<file path="src/rtl/rs232_tx_arbiter.sv">
// Round-robin arbiter sharing one rs232 transmitter among N_REQ requesters,
// with an owner lock for multi-byte messages and an accept watchdog.
module rs232_tx_arbiter #(
    parameter int N_REQ          = 4,
    parameter int DATA_WIDTH     = 8,
    parameter int ACCEPT_TIMEOUT = 64,
    parameter int LOCK_TIMEOUT   = 1024
) (
    input  logic                        clk,
    input  logic                        reset,
    input  logic [N_REQ-1:0]            req,
    input  logic [N_REQ*DATA_WIDTH-1:0] req_data,
    input  logic [N_REQ-1:0]            lock,
    output logic [N_REQ-1:0]            ack,
    output logic [N_REQ-1:0]            grant,
    output logic                        busy,
    output logic                        tx_err,
    input  logic                        tx_ready,
    output logic [DATA_WIDTH-1:0]       tx_data,
    output logic                        tx_start
);
    localparam int PTR_W = (N_REQ > 1) ? $clog2(N_REQ) : 1;
    localparam int WD_W  = $clog2(ACCEPT_TIMEOUT);
    localparam int LK_W  = $clog2(LOCK_TIMEOUT);
    localparam logic [WD_W-1:0] WD_LAST = WD_W'(ACCEPT_TIMEOUT - 1);
    localparam logic [LK_W-1:0] LK_LAST = LK_W'(LOCK_TIMEOUT - 1);

    typedef enum logic [1:0] {IDLE, START, WAIT_BUSY, WAIT_DONE} state_t;

    state_t                state, state_n;
    logic [PTR_W-1:0]      rr_ptr, rr_ptr_n;
    logic [PTR_W-1:0]      winner, winner_n;
    logic [WD_W-1:0]       wd_cnt, wd_cnt_n;
    logic [LK_W-1:0]       lk_cnt, lk_cnt_n;
    logic                  locked, locked_n;
    logic [N_REQ-1:0]      ack_n, grant_n;
    logic                  tx_err_n, tx_start_n;
    logic [DATA_WIDTH-1:0] tx_data_n;

    logic [DATA_WIDTH-1:0] req_byte [N_REQ];
    logic [PTR_W-1:0]      rr_idx, rr_pick;
    logic                  rr_found;

    for (genvar g = 0; g < N_REQ; g++) begin : g_bytes
        assign req_byte[g] = req_data[g*DATA_WIDTH +: DATA_WIDTH];
    end

    function automatic logic [PTR_W-1:0] ptr_inc(input logic [PTR_W-1:0] p);
        return (int'(p) == N_REQ - 1) ? '0 : p + 1'b1;
    endfunction

    // First requester at or above rr_ptr, wrapping at N_REQ-1.
    always_comb begin
        rr_found = 1'b0;
        rr_pick  = '0;
        rr_idx   = '0;
        for (int i = 0; i < N_REQ; i++) begin
            rr_idx = PTR_W'((int'(rr_ptr) + i) % N_REQ);
            if (!rr_found && req[rr_idx]) begin
                rr_found = 1'b1;
                rr_pick  = rr_idx;
            end
        end
    end

    always_comb begin
        // NOTE: every next-state value gets a default first so no path can infer a latch.
        state_n    = state;
        rr_ptr_n   = rr_ptr;
        winner_n   = winner;
        wd_cnt_n   = wd_cnt;
        lk_cnt_n   = lk_cnt;
        locked_n   = locked;
        grant_n    = grant;
        tx_data_n  = tx_data;
        tx_start_n = 1'b0;
        ack_n      = '0;
        tx_err_n   = 1'b0;
        case (state)
            IDLE: begin
                if (locked) begin
                    if (!lock[winner] || lk_cnt == LK_LAST) begin
                        locked_n = 1'b0;
                        lk_cnt_n = '0;
                        grant_n  = '0;
                        rr_ptr_n = ptr_inc(winner);
                    end else if (req[winner] && tx_ready) begin
                        tx_data_n  = req_byte[winner];
                        tx_start_n = 1'b1;
                        lk_cnt_n   = '0;
                        state_n    = START;
                    end else if (!req[winner]) begin
                        lk_cnt_n = lk_cnt + 1'b1;
                    end
                end else if (rr_found && tx_ready) begin
                    winner_n   = rr_pick;
                    grant_n    = N_REQ'(1) << rr_pick;
                    tx_data_n  = req_byte[rr_pick];
                    tx_start_n = 1'b1;
                    state_n    = START;
                end
            end
            START: begin
                wd_cnt_n = '0;
                state_n  = WAIT_BUSY;
            end
            WAIT_BUSY: begin
                if (!tx_ready) begin
                    ack_n   = N_REQ'(1) << winner;
                    state_n = WAIT_DONE;
                end else if (wd_cnt == WD_LAST) begin
                    // Core never took the byte: drop the owner and any lock it held.
                    tx_err_n = 1'b1;
                    rr_ptr_n = ptr_inc(winner);
                    grant_n  = '0;
                    locked_n = 1'b0;
                    lk_cnt_n = '0;
                    state_n  = IDLE;
                end else begin
                    wd_cnt_n = wd_cnt + 1'b1;
                end
            end
            WAIT_DONE: begin
                if (tx_ready) begin
                    state_n  = IDLE;
                    lk_cnt_n = '0;
                    if (lock[winner]) begin
                        locked_n = 1'b1;
                    end else begin
                        locked_n = 1'b0;
                        grant_n  = '0;
                        rr_ptr_n = ptr_inc(winner);
                    end
                end
            end
            default: state_n = IDLE;
        endcase
    end

    always_ff @(posedge clk or posedge reset) begin
        // NOTE: registered state uses non-blocking assignments so all flops update together.
        if (reset) begin
            state    <= IDLE;
            rr_ptr   <= '0;
            winner   <= '0;
            wd_cnt   <= '0;
            lk_cnt   <= '0;
            locked   <= 1'b0;
            grant    <= '0;
            ack      <= '0;
            tx_err   <= 1'b0;
            tx_data  <= '0;
            tx_start <= 1'b0;
        end else begin
            state    <= state_n;
            rr_ptr   <= rr_ptr_n;
            winner   <= winner_n;
            wd_cnt   <= wd_cnt_n;
            lk_cnt   <= lk_cnt_n;
            locked   <= locked_n;
            grant    <= grant_n;
            ack      <= ack_n;
            tx_err   <= tx_err_n;
            tx_data  <= tx_data_n;
            tx_start <= tx_start_n;
        end
    end

    assign busy = (state != IDLE);

endmodule
</file>
<file path="config.mk">
export PLATFORM = sky130hd
export DESIGN_NAME = rs232_tx_arbiter
export DESIGN_NICKNAME = d
export VERILOG_FILES = /design/src/rtl/rs232_tx_arbiter.sv
export SDC_FILE = /design/constraint.sdc
export NUM_CORES = 1
export LEC_CHECK = 0
export CAP_MARGIN = 20
export CELL_PAD_IN_SITES_DETAIL_PLACEMENT = 2
export CELL_PAD_IN_SITES_GLOBAL_PLACEMENT = 2
export CORE_ASPECT_RATIO = 0.6
export CORE_UTILIZATION = 32
export CTS_BUF_LIST = sky130_fd_sc_hd__clkbuf_8
export CTS_CLUSTER_SIZE = 28
export DETAILED_ROUTE_END_ITERATION = 7
export PLACE_DENSITY = 0.92
export REMOVE_ABC_BUFFERS = 1
export SLEW_MARGIN = 5
export SYNTH_ARGS = -nofsm -noshare
export SYNTH_HDL_FRONTEND = slang
export SYNTH_SLANG_ARGS = --single-unit
</file>
<file path="constraint.sdc">
create_clock -name clk -period 2.8 [get_ports clk]
set_input_delay 0.56 -clock clk [delete_from_list [all_inputs] [get_ports clk]]
set_output_delay 0.56 -clock clk [all_outputs]
set_load 0.03 [all_outputs]
</file>
==> out/summary.txt <==
Num rows - 25
Number of diodes - 0
CP startpoint - req[0]
Root Driver - clkbuf_8
Syn_area_per_cell - 9.876 µm²
Cell Area, Synth - 0.002765 mm²
Synth top area share - 0.3710
Initial antenna violation count - 0
Largest net degree at the start of global routing - 42
Vias per cell - 5.967
Crit share post-route - 0.9420
Main area contributors after synthesis - dfrtp_1, mux4_2, nand2_1
Hold path cells - 2
Slowest cell on the critical path - or4_4
Reg2reg end - lk_cnt[6]
Ys Warns - 0
RSZ-0062 raised after global routing - false
Clock tree from TritonCTS - done
TritonRoute pass-1 iters - 4
Setup Skew - 0.002814 ns
Clk Latency, worst-skew pair - 0.30 ns
R2r worst-path depth - 6
Worst hold endpoint - tx_data[4]
Highest clock rate - 0.3791 GHz
Cells after Synth - 280
R2r setup slk - 0.39 ns
Htree depth - 2
CP peak stage delay - 0.63 ns
Clock buffer depth - 2
DIE AREA - 0.009029 mm²
Sequential-to-total area share from yosys stat - 0.3710
Synthesis-to-layout area growth - 33.17%
Worst-path clk slew - 0.08 ns
Pwr dens - 887.1 mW/mm²
WL met2 - 4.960 mm
Routed Antenna Nets - 0
Clk sinks - 41
IO Pins - 62
Layout cells sized above 1 - 0.1530
CP cell instances - clkdlybuf4s50_1 > nor2b_1 > or4_4 > nand2_2 > a2111oi_0 > o41ai_1
Number of synthesized flops with an enable pin - 0
Final Hold Vio Count - 0
Wl on met1 - 5.321 mm
Max cap viols - 0
Via Count - 2751
Iteration-0 DRC count of the detailed router - 158
Starting Density - 0.3400
Fin worst setup slack - 0.1624 ns
Total track usage - 0.2611
Hold_buf cts - 0
Yosys reg bits - 41
Slew headroom - 0.4892
Cell taking the most area after synthesis - dfrtp_1
IO buf count - 61
Synth unique cells - 63
Max IR drop VDD - 0.3321 mV
Vias in the first global route - 3056
Placer congestion estimate - 0.9481
Crit. End Element - flip-flop
DP HPWL - 8.363 mm
Most common flop cell mapped by yosys - dfrtp_1
Total wire length - 10.82 mm
Commonest cells after routing, fill and taps aside - clkdlybuf4s50_1, dfrtp_1, nand2_1, nor2_1, buf_4
DP Worst Slack - -0.1905 ns
Tmin final - 2.638 ns
CP arrival - 2.79 ns
Die width - 122.0 µm
Inst Count DP - 453
Hold_sp - tx_data[4]
Outcome - finished clean
Hold Path Class - reg -> reg
Worst-margin pin slew - 0.7663 ns
Max FO, Critical Path - 16
WP data required - 2.96 ns
Routed wire length per instance - 23.46 µm
Total power - 0.003267 W
Core ar. - 0.008133 mm²
Final nets - 401
CP Class - in -> reg
Die Height - 74.01 µm
Fin Hold WS - 0.4900 ns
Met3 WL - 449 µm
Ys async rst share - 1.000
Max-slew violation count - 0
Startpoint types - input pin
Setup violators final - 0
Final std cells w/o fill - 461
First-pass GRT wire length - 17.46 mm
Gr ovfl total - 0
Pleak - 1.503 nW
Commonest non-fill, non-tap cell in the layout - clkdlybuf4s50_1
DR DRC count - 0
CTS Buf Count - 5
Worst R2R Start - lk_cnt[0]
Top routing layer in use - met4
[final cells by class]
type,count,area [µm²]
fillers,878,4451
multi-input cells,212,1634
flip-flops and latches,41,1026
repair buffers,79,758.2
well taps,108,135.1
clock buffers,5,68.82
inverters,13,48.80
clock inverters,3,11.26
[routing by layer]
layer  vias up  track usage
met2        57       0.4218
met4         0      0.05487
met1      1441       0.3712
met5         -            0
met3         8      0.04294
li1       1245            -
[sequential cells by signal, indices dropped and copies added, names as in the netlist]
register  count
ack           4
grant         4
lk_cnt       10
locked        1
rr_ptr        2
state         2
tx_data       8
tx_err        1
tx_start      1
wd_cnt        6
winner        2
[critical path: cells and delay by family]
kind | cells | cell delay [ns]
compound gates | 2 | 0.63
buf+inv | 1 | 0.49
simple gates | 3 | 1.11
[synth_stat cells, drive strengths merged, types with 3 or more instances]
| cell | n |
|---|---|
| ha | 6 |
| mux2 | 3 |
| a221o | 6 |
| o2bb2ai | 7 |
| nand3 | 9 |
| dfrtp | 41 |
| clkbuf | 11 |
| nor4 | 4 |
| or2 | 3 |
| o21ai | 15 |
| or3 | 4 |
| a211o | 3 |
| o41ai | 7 |
| a21boi | 8 |
| mux4 | 10 |
| a2111oi | 8 |
| nor3 | 6 |
| a22o | 6 |
| nor2 | 22 |
| buf | 3 |
| and3 | 9 |
| a211oi | 9 |
| nand2 | 22 |
| inv | 13 |
| and2 | 6 |
| a21oi | 6 |
| nor2b | 4 |
[what timing repair did]
action / in CTS / in global routing
endpoints found under the setup margin: 0 / 1
gates resized for setup: 0 / 1
endpoints found under the hold margin: 0 / 0
buffers inserted: 0 / 0
[cell families (layout without fill, tap and decap cells)]
| kind of cell | after synthesis | in the layout | synth area share |
|---|---|---|---|
| buffers and inverters | 27 | 100 | 0.03891 |
| AND/OR/NAND/NOR | 96 | 96 | 0.1869 |
| multiplexers | 15 | 15 | 0.1009 |
| flip-flops | 41 | 41 | 0.3710 |
| AO/OA/AOI/OAI | 95 | 95 | 0.2751 |
| adder cells (fa/ha/maj) | 6 | 6 | 0.02715 |
[metrics by stage]
step	util	area [µm²]	setup TNS, ns
after floorplan	-	2706	0
after global placement	0.4426	3600	0
after detailed placement	0.4426	3600	-0.4728
after CTS	0.4525	3680	0
after global routing	0.4528	3682	0
final	0.4528	3682	0
[where the power goes]
| group | switching, W | internal (W) |
|---|---|---|
| Clock | 0.000212 | 0.000167 |
| Combinational | 0.00113 | 0.000796 |
| Sequential | 0.000222 | 0.000744 |
[worst max path at each step]
| stage | endpoint | slack, ns | cells after the start |
|---|---|---|---|
| final | tx_data[1] | 0.16 | 6 |
| after global routing | tx_data[1] | 0.04 | 6 |
| after CTS | tx_data[1] | 0.12 | 6 |
| after detailed placement | tx_data[1] | -0.19 | 6 |
| after global placement | lk_cnt[6] | 0.03 | 6 |
| after floorplan | lk_cnt[6] | 0.57 | 5 |
Power figures use the tool's default switching activity.
